## config.mk

```make
export PLATFORM = sky130hd
export DESIGN_NAME = nav_cntrl
export DESIGN_NICKNAME = d
export VERILOG_FILES = /design/src/rtl/nav_pkg.sv /design/src/rtl/buzz_gen.sv /design/src/rtl/nav_cntrl.sv
export SDC_FILE = /design/constraint.sdc
export NUM_CORES = 1
export LEC_CHECK = 0
export BUFFER_PORTS_ARGS = -buffer_cell sky130_fd_sc_hd__buf_2
export CAP_MARGIN = 0
export CORE_MARGIN = 3
export CORE_UTILIZATION = 56
export CTS_CLUSTER_DIAMETER = 150
export CTS_CLUSTER_SIZE = 10
export DETAILED_ROUTE_END_ITERATION = 10
export PLACE_DENSITY = 0.83
export SLEW_MARGIN = 20
export SYNTH_ARGS = -nofsm -noshare
export SYNTH_HDL_FRONTEND = slang
export SYNTH_SLANG_ARGS = --single-unit
```

## constraint.sdc

```tcl
create_clock -name clk -period 3.4 [get_ports clk]
set_clock_uncertainty 0.1 [all_clocks]
set_input_delay 0.68 -clock clk [delete_from_list [all_inputs] [get_ports clk]]
set_output_delay 0.68 -clock clk [all_outputs]
set_load 0.05 [all_outputs]
```

## src/rtl/nav_pkg.sv

```systemverilog
// Shared definitions for the navigation controller.
//   state_t : controller state (IDLE, MOVING)
//   OP_*    : command opcodes carried in cmd[7:6]; any opcode with bit 7
//             set is ignored by the controller.
package nav_pkg;

  typedef enum logic {
    IDLE   = 1'b0,
    MOVING = 1'b1
  } state_t;

  localparam logic [1:0] OP_STOP = 2'b00;
  localparam logic [1:0] OP_GO   = 2'b01;

endpackage : nav_pkg

```

## src/rtl/buzz_gen.sv

```systemverilog
// Piezo buzzer driver for the blocked-in-transit condition.
// While en is high a counter runs 0..BUZZ_HALF-1 and the tone flop toggles
// at every wrap, giving a square wave with a half-period of BUZZ_HALF clks.
// When en is low the counter and tone flop clear, and both drive outputs
// are held low so the piezo sees no DC bias.
// Ports:
//   clk    : system clock
//   rst    : asynchronous active-high reset
//   en     : buzzer enable
//   buzz   : tone output
//   buzz_n : complement of buzz while enabled, 0 otherwise
module buzz_gen #(
  parameter int BUZZ_HALF = 12500
) (
  input  logic clk,
  input  logic rst,
  input  logic en,
  output logic buzz,
  output logic buzz_n
);

  localparam int CNT_W = (BUZZ_HALF > 1) ? $clog2(BUZZ_HALF) : 1;
  localparam logic [CNT_W-1:0] CNT_MAX = CNT_W'(BUZZ_HALF - 1);

  logic [CNT_W-1:0] cnt_q, cnt_d;
  logic             tone_q, tone_d;

  always_comb begin
    cnt_d  = '0;
    tone_d = 1'b0;
    if (en) begin
      // Explicit wrap at BUZZ_HALF-1 keeps the counter from running past
      // the half-period when BUZZ_HALF is not a power of two.
      if (cnt_q == CNT_MAX) begin
        cnt_d  = '0;
        tone_d = ~tone_q;
      end else begin
        cnt_d  = cnt_q + CNT_W'(1);
        tone_d = tone_q;
      end
    end
  end

  always_ff @(posedge clk or posedge rst) begin
    if (rst) begin
      cnt_q  <= '0;
      tone_q <= 1'b0;
    end else begin
      cnt_q  <= cnt_d;
      tone_q <= tone_d;
    end
  end

  // Gating with en makes both outputs drop in the same cycle the enable
  // falls, rather than one cycle later when the flops clear.
  assign buzz   = en &  tone_q;
  assign buzz_n = en & ~tone_q;

endmodule : buzz_gen

```

## src/rtl/nav_cntrl.sv

```systemverilog
// Navigation controller: accepts go/stop commands from the host, watches
// barcode station IDs, and reports when the vehicle is in transit.
// Ports:
//   clk, rst          : clock, asynchronous active-high reset
//   cmd_rdy, cmd      : host command handshake input and byte
//   clr_cmd_rdy       : one-cycle consume pulse for cmd_rdy
//   ID_vld, ID        : barcode station ID handshake input and byte
//   clr_ID_vld        : one-cycle consume pulse for ID_vld
//   OK2Move           : path clear, asynchronous to clk
//   in_transit        : high while a go command is active
//   go                : in_transit gated by synchronized OK2Move
//   buzz, buzz_n      : complementary piezo drive when blocked in transit
module nav_cntrl
  import nav_pkg::*;
#(
  parameter int BUZZ_HALF = 12500
) (
  input  logic       clk,
  input  logic       rst,
  input  logic       cmd_rdy,
  input  logic [7:0] cmd,
  output logic       clr_cmd_rdy,
  input  logic       ID_vld,
  input  logic [7:0] ID,
  output logic       clr_ID_vld,
  input  logic       OK2Move,
  output logic       in_transit,
  output logic       go,
  output logic       buzz,
  output logic       buzz_n
);

  state_t     state_q, state_d;
  logic [5:0] dest_q, dest_d;
  logic       ok_meta_q, ok_sync_q;
  logic       buzz_en;
  logic       unused_id_bits;

  // Station ID bits [7:6] carry no meaning for routing.
  assign unused_id_bits = ^ID[7:6];

  // Two-flop synchronizer for the asynchronous obstacle sensor.
  always_ff @(posedge clk or posedge rst) begin
    if (rst) begin
      ok_meta_q <= 1'b0;
      ok_sync_q <= 1'b0;
    end else begin
      ok_meta_q <= OK2Move;
      ok_sync_q <= ok_meta_q;
    end
  end

  always_ff @(posedge clk or posedge rst) begin
    if (rst) begin
      state_q <= IDLE;
      dest_q  <= '0;
    end else begin
      state_q <= state_d;
      dest_q  <= dest_d;
    end
  end

  // Commands take priority over IDs. A pending ID is left untouched in a
  // command cycle and is therefore judged next cycle against the new state
  // and destination.
  always_comb begin
    state_d     = state_q;
    dest_d      = dest_q;
    clr_cmd_rdy = 1'b0;
    clr_ID_vld  = 1'b0;
    if (cmd_rdy) begin
      clr_cmd_rdy = 1'b1;
      case (cmd[7:6])
        OP_GO: begin
          dest_d  = cmd[5:0];
          state_d = MOVING;
        end
        OP_STOP: state_d = IDLE;
        default: ;
      endcase
    end else if (ID_vld) begin
      clr_ID_vld = 1'b1;
      if ((state_q == MOVING) && (ID[5:0] == dest_q)) begin
        state_d = IDLE;
      end
    end
  end

  assign in_transit = (state_q == MOVING);
  assign go         = in_transit & ok_sync_q;
  assign buzz_en    = in_transit & ~ok_sync_q;

  buzz_gen #(
    .BUZZ_HALF(BUZZ_HALF)
  ) u_buzz_gen (
    .clk   (clk),
    .rst   (rst),
    .en    (buzz_en),
    .buzz  (buzz),
    .buzz_n(buzz_n)
  );

endmodule : nav_cntrl

```

==> impl_metrics.csv <==
group,metric,value,unit
setup_path,critPathBufInv,1,
synthesis,synth_compound_area_share,0.871,%
placed_design,placed_area,1280,um^2
synthesis,synth_top_area_share,52.3,%
finish,fin_area,1330,um^2
pwr,p_sw,137,uW
pwr,ir_drop,0.419,mV
floorplan,die_h,51.3,um
clock_network,cts_max_level,1,
synthesis,synth_area_leaders,"dfrtp_1, xnor2_1, nor2_1",
routing,wl_per_cell,12.1,um
pwr,sequentialPowerShare,53.1,%
setup_path,timing.reg2reg.setup_slack,1.44,ns
setup_path,path_class,"reg2out",
setup_path,crit_family,"flip-flops",
setup_path,cp_cell_sequence,"nand2b_1 -> nor2_1 -> buf_2",
clock_network,cts_tree,"built",
global_route,overflow,0,
synthesis,synth_warnings,0,
synthesis,synth_nets,129,
setup_path,slowest_stage,"dfrtp_1",
synthesis,netlist.top_cell.by_area,"dfrtp_1",
pwr,intPower,457,uW
routing,drtIter0Drc,12,
sta,finalSetupViolCount,0,
sta,fmax,0.486,GHz
clock_network,ctsResizeCount,0,
sta,slew_headroom,43.6,%
synthesis,ys_seq_area_share,52.3,%
placed_design,gp_routability_congestion,0.749,
routing,drc,0,
floorplan,initial_utilization,63.1,%
clock_network,clk_path_buf_depth,2,
placed_design,io_buffers,24,
synthesis,synth_cell_types,24,
synthesis,synth_adder_area_share,1.09,%
setup_path,slowest_delay,0.39,ns
clock_network,postCtsSetupBuffers,0,
synthesis,post_synth.cell_area_avg,10.7,um^2
global_route,grt_first_pass_wirelength,3340,um
setup_path,critPathCaptureType,"primary output",
sta,hold_violations,0,
clock_network,cts-root-buf,"clkbuf_4",
sta,max_slew.worst_pin.slew,0.845,ns
job,maxCapViolations,0,
routing,ant_nets,0,
synthesis,syn-cell-area,1150,um^2
pwr,leakage,0.000593,uW
floorplan,core-area,1820,um^2
finish,diodes,0,
pwr,pwr_density_cell,447,nW/um^2
global_route,grt_antenna_before_repair,0,
routing,dr_total_vias,822,
clock_network,clk_pin_slew,0.12,ns
routing,drt-vias-per-instance,5.20,
pwr,switching_share,23.1,%
routing,first_pass_iters,4,
clock_network,numCtsBuffers,3,
setup_path,required,2.62,ns
synthesis,synth_top_family_by_area,"simple AND/OR/NAND/NOR gates",
routing,wirelength,1910,um
global_route,grt_start_max_net_pins,25,
global_route,track_usage,16.8,%
global_route,grt_pass1_vias,808,
pwr,pwr-share-comb,13.3,%
hold_path,hold_path_class,"reg2reg",
sta,final_max_slew_viol_count,0,
setup_path,path_max_fanout,4,
finish,synthToLayoutAreaGrowth,15.8,%
synthesis,syn_inst,107,
floorplan,die-area,2630,um^2
finish,drive_gt1_share,27.1,%
finish,finish.net_count,156,
sta,layout_min_cycle_time,2.06,ns
synthesis,synth_seq_cells,24,
pwr,p_clk_share,33.6,%
synthesis,synth-simple-area-share,21.8,%
clock_network,clock_latency,0.31,ns
setup_path,cp-start-kind,"flop",
sta,rsz0062_at_grt,"no",
floorplan,std_cell_rows,15,
setup_path,arrival,1.28,ns
sta,tns,0,ns
floorplan,die_w,51.3,um
placed_design,post-dp-hpwl,1460,um
synthesis,muxShareOfSynthArea,5.88,%
clock_network,cts_hold_buf,0,
floorplan,io_pins,27,
sta,period_share,60.5,%
run_status,status,"completed",
clock_network,numClockSinks,24,
synthesis,synth_xor_area_share,14.5,%
finish,layout_common_cells,"dfrtp_1, buf_2, nor2_1",
-- synth_stat cells --
cell	n
nor4_1	3
or4_4	1
inv_1	5
dfrtp_1	24
xor2_1	6
o21ai_0	2
nor3_1	3
and2_1	1
or4bb_1	1
nand2b_4	1
buf_4	1
ha_1	1
nand4_1	3
nand3_1	5
xnor2_1	13
nand2_1	4
and3_1	1
nor2b_1	1
nor2_1	20
nand3b_1	1
buf_8	1
or4_1	1
nand2b_1	2
mux2_2	6
-- power groups by stage --
stage | Clock (uW) | Sequential [uW] | Combinational [uW]
after floorplan | 0 | 324 | 56.4
after global placement | 0 | 320 | 77.8
after detailed placement | 0 | 322 | 79.5
after CTS | 206 | 316 | 80.0
after global routing | 219 | 319 | 85.5
final | 200 | 316 | 78.7
-- routing by layer --
layer  GRT usage [%]  wire, um
met2            30.0       931
met3            4.37        69
met4            3.93        14
met1            20.2       896
met5               0         0
-- logic make-up (layout without fill, tap and decap cells) --
kind of cell,Yosys count,in the layout
buffers and inverters,7,33
DFF,24,24
muxes,6,6
adders and majority gates,1,1
and+or+nand+nor,48,48
xor gates and xnor gates,19,19
AOI/OAI and AO/OA,2,2
-- final cells by class --
type	count	area [um^2]
fillers	142	490
repair buffers	24	120
well taps	25	31.3
multi-input cells	76	507
flip-flops and latches	24	601
inverters	5	18.8
clock buffers	3	22.5
clock inverters	1	30.0
-- state kept, by name, indices dropped and copies added (netlist names) --
register and count:
in_transit 1, ok_meta_q 1, dest_q 6, u_buzz_gen.cnt_q 14, u_buzz_gen.tone_q 1, ok_sync_q 1
-- metrics by stage --
| stage | util (%) | power [uW] | instances | hold WS, ns | setup WS [ns] |
|---|---|---|---|---|---|
| global route | 73.1 | 624 | 158 | 0.283 | 1.28 |
| detailed placement | 70.2 | 401 | 154 | 0.245 | 1.41 |
| floorplan | - | 380 | 107 | 0.231 | 1.14 |
| CTS | 73.1 | 602 | 158 | 0.269 | 1.33 |
| finish | 73.1 | 594 | 158 | 0.267 | 1.34 |
| global placement | 70.2 | 398 | 154 | 0.235 | 1.41 |
-- path summary, 6_finish.rpt --
kind | start | endpoint | depth (start not counted)
hold / removal | ok_meta_q | ok_sync_q | 0
max in group asynchronous | rst | in_transit | 2
hold reg to reg | ok_meta_q | ok_sync_q | 0
min in group asynchronous | rst | dest_q[5] | 2
setup / recovery | ok_sync_q | buzz_n | 3
setup reg to reg | u_buzz_gen.cnt_q[5] | u_buzz_gen.cnt_q[9] | 4
(Power assumes the default switching activity.)
